### src/rtl/seq_detect_pkg.sv
// Shared types and constants for the programmable sequence detector.
// The match counter is built only when SEQ_DETECT_PROG_MATCH_CNT_EN is defined.
package seq_detect_pkg;

    typedef enum logic [1:0] {
        ST_DISABLED = 2'd0,
        ST_FILL     = 2'd1,
        ST_ARMED    = 2'd2
    } state_t;

    // Pattern loaded at reset: detects 101011 (MSB of the active bits first).
    localparam logic [7:0] DEF_PAT = 8'b0010_1011;
    localparam int         DEF_LEN = 6;

    // Widest pattern the mask helper can describe.
    localparam int MASK_MAX = 64;

    // Ones in the low 'len' bit positions, zeros above.
    function automatic logic [MASK_MAX-1:0] len_mask(input int len);
        logic [MASK_MAX-1:0] m;
        m = '0;
        for (int i = 0; i < MASK_MAX; i++) begin
            if (i < len) m[i] = 1'b1;
        end
        return m;
    endfunction

endpackage

### src/rtl/seq_detect_hist.sv
// Serial history shift register plus a fill counter that saturates at PAT_W.
// Exposes the values the registers will take if the current bit is accepted,
// so the top can evaluate a match on the same edge.
module seq_detect_hist #(
    parameter int PAT_W = 8,
    parameter int LEN_W = 4
) (
    input  logic             clk,
    input  logic             rst,
    input  logic             clr,
    input  logic             acc,
    input  logic             x,
    output logic [PAT_W-1:0] hist_next,
    output logic [LEN_W-1:0] fill_next
);

    logic [PAT_W-1:0] hist;
    logic [LEN_W-1:0] fill;

    // Newest bit enters at bit 0; the oldest bit falls off the top.
    assign hist_next = (hist << 1) | PAT_W'(x);
    assign fill_next = (fill == LEN_W'(PAT_W)) ? fill : fill + LEN_W'(1);

    // Clear beats accept so a consumed (non-overlapping) match leaves nothing behind.
    always_ff @(posedge clk) begin
        if (rst || clr) begin
            hist <= '0;
            fill <= '0;
        end else if (acc) begin
            hist <= hist_next;
            fill <= fill_next;
        end
    end

endmodule

### src/rtl/seq_detect_prog.sv
// Runtime-programmable serial bit-sequence detector.
// Pattern, active length and overlap mode are loaded with cfg_load; z is a
// registered one-cycle match pulse one clock after the accepting edge.
// Optional saturating match counter: define SEQ_DETECT_PROG_MATCH_CNT_EN.
// Handshake: x is consumed on every rising edge where x_vld=1, cfg_load=0,
// rst=0 and the detector is not disabled; there is no back-pressure.
module seq_detect_prog
    import seq_detect_pkg::*;
#(
    parameter int               PAT_W   = 8,
    parameter int               LEN_W   = $clog2(PAT_W + 1),
    parameter logic [PAT_W-1:0] DEF_PAT = PAT_W'(seq_detect_pkg::DEF_PAT),
    parameter int               DEF_LEN = seq_detect_pkg::DEF_LEN,
    parameter logic             DEF_OVL = 1'b0
`ifdef SEQ_DETECT_PROG_MATCH_CNT_EN
    ,
    parameter int               CNT_W   = 16
`endif
) (
    input  logic             clk,
    input  logic             rst,
    input  logic             x,
    input  logic             x_vld,
    input  logic             cfg_load,
    input  logic [PAT_W-1:0] cfg_pat,
    input  logic [LEN_W-1:0] cfg_len,
    input  logic             cfg_ovl,
    output logic             z,
    output logic             busy
`ifdef SEQ_DETECT_PROG_MATCH_CNT_EN
    ,
    output logic [CNT_W-1:0] match_cnt
`endif
);

    localparam state_t RST_STATE = (DEF_LEN == 0) ? ST_DISABLED : ST_FILL;

    state_t           state, state_next;
    logic [PAT_W-1:0] pat_r;
    logic [LEN_W-1:0] len_r;
    logic             ovl_r;
    logic [LEN_W-1:0] len_in;
    logic [PAT_W-1:0] mask;
    logic [PAT_W-1:0] hist_next;
    logic [LEN_W-1:0] fill_next;
    logic             accept;
    logic             match;
    logic             clr_hist;

    // Lengths beyond the register width are treated as the full width.
    assign len_in = (cfg_len > LEN_W'(PAT_W)) ? LEN_W'(PAT_W) : cfg_len;
    assign mask   = PAT_W'(len_mask(int'(len_r)));
    assign busy   = (state != ST_DISABLED);

    seq_detect_hist #(
        .PAT_W(PAT_W),
        .LEN_W(LEN_W)
    ) u_hist (
        .clk      (clk),
        .rst      (rst),
        .clr      (clr_hist),
        .acc      (accept),
        .x        (x),
        .hist_next(hist_next),
        .fill_next(fill_next)
    );

    // Configuration registers: reset defaults, replaced on cfg_load.
    always_ff @(posedge clk) begin
        if (rst) begin
            pat_r <= DEF_PAT;
            len_r <= LEN_W'(DEF_LEN);
            ovl_r <= DEF_OVL;
        end else if (cfg_load) begin
            pat_r <= cfg_pat;
            len_r <= len_in;
            ovl_r <= cfg_ovl;
        end
    end

    // Bit acceptance, match compare and next-state selection.
    always_comb begin
        accept     = x_vld && !cfg_load && (state != ST_DISABLED);
        match      = 1'b0;
        clr_hist   = cfg_load;
        state_next = state;
        if (accept && (fill_next >= len_r) && (((hist_next ^ pat_r) & mask) == '0)) begin
            match = 1'b1;
        end
        if (match && !ovl_r) clr_hist = 1'b1;
        if (cfg_load) begin
            state_next = (len_in == '0) ? ST_DISABLED : ST_FILL;
        end else if (accept) begin
            if (match && !ovl_r)          state_next = ST_FILL;
            else if (fill_next >= len_r)  state_next = ST_ARMED;
            else                          state_next = ST_FILL;
        end
    end

    // State register and registered match pulse.
    always_ff @(posedge clk) begin
        if (rst) begin
            state <= RST_STATE;
            z     <= 1'b0;
        end else begin
            state <= state_next;
            z     <= match;
        end
    end

`ifdef SEQ_DETECT_PROG_MATCH_CNT_EN
    // Saturating match counter, cleared by reset and by a new configuration.
    always_ff @(posedge clk) begin
        if (rst || cfg_load) begin
            match_cnt <= '0;
        end else if (match && (match_cnt != '1)) begin
            match_cnt <= match_cnt + CNT_W'(1);
        end
    end
`endif

endmodule

### config.mk
export PLATFORM = sky130hd
export DESIGN_NAME = seq_detect_prog
export DESIGN_NICKNAME = d
export VERILOG_FILES = /design/src/rtl/seq_detect_pkg.sv /design/src/rtl/seq_detect_hist.sv /design/src/rtl/seq_detect_prog.sv
export SDC_FILE = /design/constraint.sdc
export NUM_CORES = 1
export LEC_CHECK = 0
export BUFFER_PORTS_ARGS = -buffer_cell sky130_fd_sc_hd__buf_4
export CORE_MARGIN = 5
export CORE_UTILIZATION = 28
export DETAILED_ROUTE_END_ITERATION = 10
export MAX_ROUTING_LAYER = met4
export SLEW_MARGIN = 15
export SYNTH_ARGS = -nofsm -noshare
export SYNTH_HDL_FRONTEND = slang
export SYNTH_HIERARCHICAL = 1
export SYNTH_SLANG_ARGS = --single-unit
### constraint.sdc
create_clock -name clk -period 2.23 [get_ports clk]
set_input_delay 0.1115 -clock clk [delete_from_list [all_inputs] [get_ports clk]]
set_output_delay 0.1115 -clock clk [all_outputs]
set_load 0.02 [all_outputs]
### Word level (Yosys, flattened, before mapping)

Cells that the tools add are included.

| cells by class | value |
|---|---|
| $add $sub $neg | 1 |
| multipliers | 0 |
| div/mod/pow operators | 0 |
| $lt $le $gt $ge | 10 |
| equal/unequal tests | 1 |
| shift-type cells | 0 |
| multiplexer cells | 17 |
| bitwise gates (word level) | 3 |
| reductions and logical operators | 12 |

Operator list:

| kind | number |
|---|---|
| 3-bit by 4-bit less-than comparator with 1-bit output, first input constant | 4 |
| 1-bit two-way mux | 11 |
| 8-bit bitwise AND | 1 |
| 8-bit logical NOT | 1 |
| 1-bit by 4-bit less-than comparator with 1-bit output, first input constant | 2 |
| 2-bit by 4-bit less-than comparator with 1-bit output, first input constant | 2 |
| 2-bit two-way mux | 4 |
| 4-bit two-way mux | 2 |
| 8-bit by 1-bit bitwise OR with 8-bit output | 1 |
| 8-bit XOR | 1 |
| 1-bit logical AND | 5 |
| 4-bit by 1-bit adder with 4-bit output, second input constant | 1 |
| 4-bit equality test, second input constant | 1 |
| 4-bit >= comparator | 1 |
| 4-bit greater-than comparator, second input constant | 1 |
| 4-bit logical NOT | 1 |
| 2-bit nonzero test | 2 |
| 1-bit logical NOT | 2 |
| 1-bit logical OR | 1 |

| storage, ports and cells | value |
|---|---|
| bits in registers | 27 |
| bits in latches | 0 |
| memory bits (writable) | 0 |
| bits in read-only memories | 0 |
| bits of input ports | 18 |
| output and inout bits | 2 |
| logic and storage cells | 51 |
| memories kept | 0 |

### Depth between registers and ports, before layout

| logic depth | value |
|---|---|
| depth after elaboration | 10 |
| mapped depth | 15 |
| mapped depth without buffers | 15 |

### By module

Netlist, hierarchy kept.

By module, submodules not included:

| module | times used | cells an instance | area an instance (µm²) | sequential area each (µm²) |
|---|---|---|---|---|
| seq_detect_prog | 1 | 101 | 894.6 | 320.3 |
| seq_detect_hist | 1 | 53 | 498.0 | 220.2 |

### Worst setup path before layout

Ideal clock, no wire load.

| timing path | value |
|---|---|
| path type | reg-to-reg |
| from | register u_hist.fill[0] |
| to | register u_hist.fill[1] |
| library setup time | 0.116 ns |
| data arrival time | 2.230 ns |
| path slack | -0.116 ns |
| cell stages (with the launch flop) | 15 |
| path through | dfxtp_1 inv_1 ha_1 nand2_2 or2_1 xnor2_1 inv_1 ha_1 o21ai_0 o2bb2ai_1 nor4b_1 a21o_1 or2_0 buf_2 nor2_1 |

| on the way | value |
|---|---|
| cells in the longest elaborated chain, start to end | 9 |

Ends and longest elaborated chain:

| element | line | source |
|---|---|---|
| start, declared | seq_detect_hist.sv:18 | `logic [LEN_W-1:0] fill;` |
| start signal, assigned | seq_detect_hist.sv:31 | `fill <= fill_next;` |
| 4-bit by 1-bit adder with 4-bit output or 4-bit equality test (tied branches) | seq_detect_hist.sv:22 | `assign fill_next = (fill == LEN_W'(PAT_W)) ? fill : fill + LEN_W'(1);` |
| 4-bit two-way mux * | seq_detect_hist.sv:22 |  |
| via fill_next[0] | seq_detect_prog.sv:45 | `logic [LEN_W-1:0] fill_next;` |
| 4-bit >= comparator * | seq_detect_prog.sv:87 | `if (accept && (fill_next >= len_r) && (((hist_next ^ pat_r) & mask) == '0)) begin` |
| 1-bit logical AND * (2 in a row) | seq_detect_prog.sv:87 |  |
| 1-bit two-way mux * | seq_detect_prog.sv:87 |  |
| 1-bit logical AND * | seq_detect_prog.sv:90 | `if (match && !ovl_r) clr_hist = 1'b1;` |
| 1-bit two-way mux * | seq_detect_prog.sv:90 |  |
| via clr_hist | seq_detect_prog.sv:48 | `logic clr_hist;` |
| 1-bit logical OR * | seq_detect_hist.sv:26 | `if (rst \|\| clr) begin` |

Mark *: on every way through the listed nets, which the timed path passes. The rest lies on a longest branch.
A chain may end at the register's enable or synchronous reset.

### Worst setup path in the final report

| timing path | value |
|---|---|
| from | register u_hist.fill[0] |
| to | register u_hist.hist[4] |

| on the way | value |
|---|---|
| cells in the longest elaborated chain, start to end | 9 |

Ends and longest elaborated chain:

| element | line | source |
|---|---|---|
| 4-bit by 1-bit adder with 4-bit output or 4-bit equality test (tied branches) | seq_detect_hist.sv:22 |  |
| 4-bit two-way mux * | seq_detect_hist.sv:22 |  |
| via fill_next[0] | seq_detect_prog.sv:45 |  |
| 4-bit >= comparator * | seq_detect_prog.sv:87 |  |
| 1-bit logical AND * (2 in a row) | seq_detect_prog.sv:87 |  |
| 1-bit two-way mux * | seq_detect_prog.sv:87 |  |
| 1-bit logical AND * | seq_detect_prog.sv:90 |  |
| 1-bit two-way mux * | seq_detect_prog.sv:90 |  |
| via clr_hist | seq_detect_prog.sv:48 |  |
| 1-bit logical OR * | seq_detect_hist.sv:26 |  |
| end signal, assigned | seq_detect_hist.sv:30 | `hist <= hist_next;` |
| end, declared | seq_detect_hist.sv:17 | `logic [PAT_W-1:0] hist;` |

Marked as above.

==> flow_summary.ini <==
[run_status]
outcome = finished with violations
violations = negative setup slack

[floorplanning]
initial_utilization_pct = 29.1
die_w_um = 80.5
core_mm2 = 0.00479
die_h_um = 80.5
rows = 25
dieArea_mm2 = 0.00648
pin_count = 20

[hold_path]
hold_class = input pin to flip-flop
hold_path_depth = 2
hold_end = pat_r[5]
min_from = cfg_pat[5]

[logic_synthesis]
synthDominantCellAreaShare_pct = 38.8
synth_common_cells = dfxtp_1, nor2_1, mux2i_1, inv_1, xnor2_1
synth-seq-cells = 27
synth_edf_count = 0
synth.area.top_cells = dfxtp_1, mux2i_1, nor2_1
synth_top_cell_by_area = dfxtp_1
ys.warnings.count = 6
ys_seq_area_share_pct = 38.8
post-synth-top-count-cell = dfxtp_1
syn-num-nets = 178
synth.avg_cell_area_um2 = 9.04
synthCells = 154
ys_dominant_reg_cell = dfxtp_1
netlist_area_mm2 = 0.00139
synth.distinct_cells = 42
async_flop_share_pct = 0

[place]
dp.cells = 241
numPortBuffers = 19
dp_slack_ns = -0.277
gp_congestion = 0.773
dpl.hpwl_mm = 2.19
place_area_mm2 = 0.00167

[layout]
regArea_um2 = 542
drive_gt1_share_pct = 26.5
final_cell_area_mm2 = 0.00176
layout.nets = 206
num_antenna_cells = 0
n_fill_cell = 488
syn2layout_area_growth_pct = 26.2
fin_cells = 248
multi_input_area_um2 = 831
final_core_util_pct = 36.7

[run]
drv_cap = 0

[timing]
rsz0062_at_grt = yes
hold_slack_ns = 0.0387
slew_violations = 0
final.setup_skew_ns = 0.00513
finalSetupTns_ns = -0.426
fin_crit_ns = 2.28
setup_viol = 10
max_freq_mhz = 439
hold_viol = 0
period_share_pct = 102
fin_ws_ns = -0.0485
worstMarginPinSlew_ns = 0.686
slew_headroom_pct = 54.3

[power]
vdd_drop_max_mv = 0.428
powerDensity_mw_per_mm2 = 546
power_mw = 0.961
leakagePower_nw = 0.718

[setup_path]
rrSetupSlack_ns = -0.05
worstPathArrival_ns = 2.45
worstSetupPathType = flip-flop to flip-flop
worst-path-max-fanout = 9
startpoint_type = flip-flop
rr_worst_depth = 13
critPathMaxStageDelay_ns = 0.33
r2r-end = u_hist/hist[4]
path_cells = inv_2, ha_4, nand2_2, or2_1, xnor2_1, inv_1, ha_1, o21ai_2, o2bb2ai_2, nor4b_2, a21o_1, or2_4, nor2_1
end_kind = flip-flop
rr_startpoint = u_hist/fill[0]
crit_path_top_delay_cell = dfxtp_2
critical_path_required_ns = 2.40

[clock_network]
cts_buffers = 3
path_clk_slew_ns = 0.10
clk_path_buf_depth = 2
htreeDepth = 1
root_buffer = clkbuf_8
cts_tree = done
insertion_delay_ns = 0.28
clock-sinks = 27

[grt]
antenna_found_initial = 0
gr-usage-met3_pct = 2.91
grt_pass1_wl_mm = 5.06
grt-busiest-layer = met2
grt_max_degree = 23
gr-usage-met2_pct = 16.1
grt_pass1_vias = 1089
grt_usage_pct = 10.3
overflow = 0
met1_usage_pct = 13.2

[drt]
wl_per_cell_um = 12.3
vias_per_cell = 4.64
drt-total-wl_mm = 3.04
postRouteAntennaNets = 0
drtIter0Drc = 27
drc = 0
dr.pass1.iters = 4
vias = 1150
==> metal layers <==
layer  share of wire, %  vias up  wire, µm
met5                  0        -         0
met4                1.3        0        39
met3                5.3        4       162
met2                 47       25      1440
met1                 46      526      1390
li1                   -      595         -
==> cell usage in the layout (no fill, tap or decap), types with 2 or more instances in the layout <==
cell type,n
inv_1,7
buf_4,28
xor2_1,2
nor2b_1,4
a21oi_1,6
nor2_1,20
nand3_1,2
o22ai_1,2
a21o_1,2
nand3b_1,2
clkbuf_8,3
mux2i_1,15
nor3_1,2
a211o_1,4
o21ai_0,4
a211oi_1,2
ha_1,5
nand2_1,7
nor4b_2,2
dfxtp_1,26
xnor2_1,9
inv_2,2
==> cell type report <==
type	count	share of cell area, %
clock buffers	3	2.35
clock inverters	1	0.285
inverters	9	1.92
multi-input cells	112	47.3
flip-flops and latches	27	30.8
well taps	67	4.77
repair buffers	29	12.6
==> kinds of logic after synthesis <==
| kind of cell | count (synthesis) | share of synthesized area [%] |
|---|---|---|
| AOI/OAI and AO/OA | 29 | 13.7 |
| muxes | 15 | 10.8 |
| adders and majority gates | 6 | 5.39 |
| buffers and inverters | 15 | 4.76 |
| DFF | 27 | 38.8 |
| xor gates and xnor gates | 11 | 6.92 |
| and+or+nand+nor | 51 | 19.6 |
==> worst max-delay path by stage <==
stage                   startpoint  cells after the start        endpoint
finish              u_hist/fill[0]                     13  u_hist/hist[4]
global route        u_hist/fill[0]                     13  u_hist/hist[2]
CTS                 u_hist/fill[0]                     13  u_hist/hist[4]
detailed placement  u_hist/fill[1]                     13  u_hist/hist[5]
global placement    u_hist/fill[0]                     13  u_hist/hist[5]
floorplan           u_hist/fill[0]                     14  u_hist/fill[1]
==> power by group <==
part / internal (mW) / total [mW] / leakage, nW / switching (mW)
Clock: 0.125 / 0.284 / 0.0255 / 0.158
Combinational: 0.0811 / 0.158 / 0.471 / 0.0765
Sequential: 0.501 / 0.519 / 0.222 / 0.0182
==> worst max-delay path, delay by kind of cell (launching register included) <==
family	cells	cell delay, ns
buffers and inverters	2	0.13
AOI/OAI and AO/OA	3	0.39
and+or+nand+nor	5	0.78
adders and majority gates	2	0.41
xor gates and xnor gates	1	0.13
DFF	1	0.33
==> registers in the layout (all words and copies together), names as in the netlist <==
signal and cells:
len_r 4, u_hist/fill 4, u_hist/hist 7, ovl_r 1, z 1, state 2
pat_r 8
==> what timing repair did <==
item	4_1_cts	5_1_grt
setup buffers	2	1
hold buffers	0	0
pin swaps	3	3
resized for setup	6	3
endpoints found under the setup margin	11	12
No activity file was read; power rests on OpenSTA's default activity.
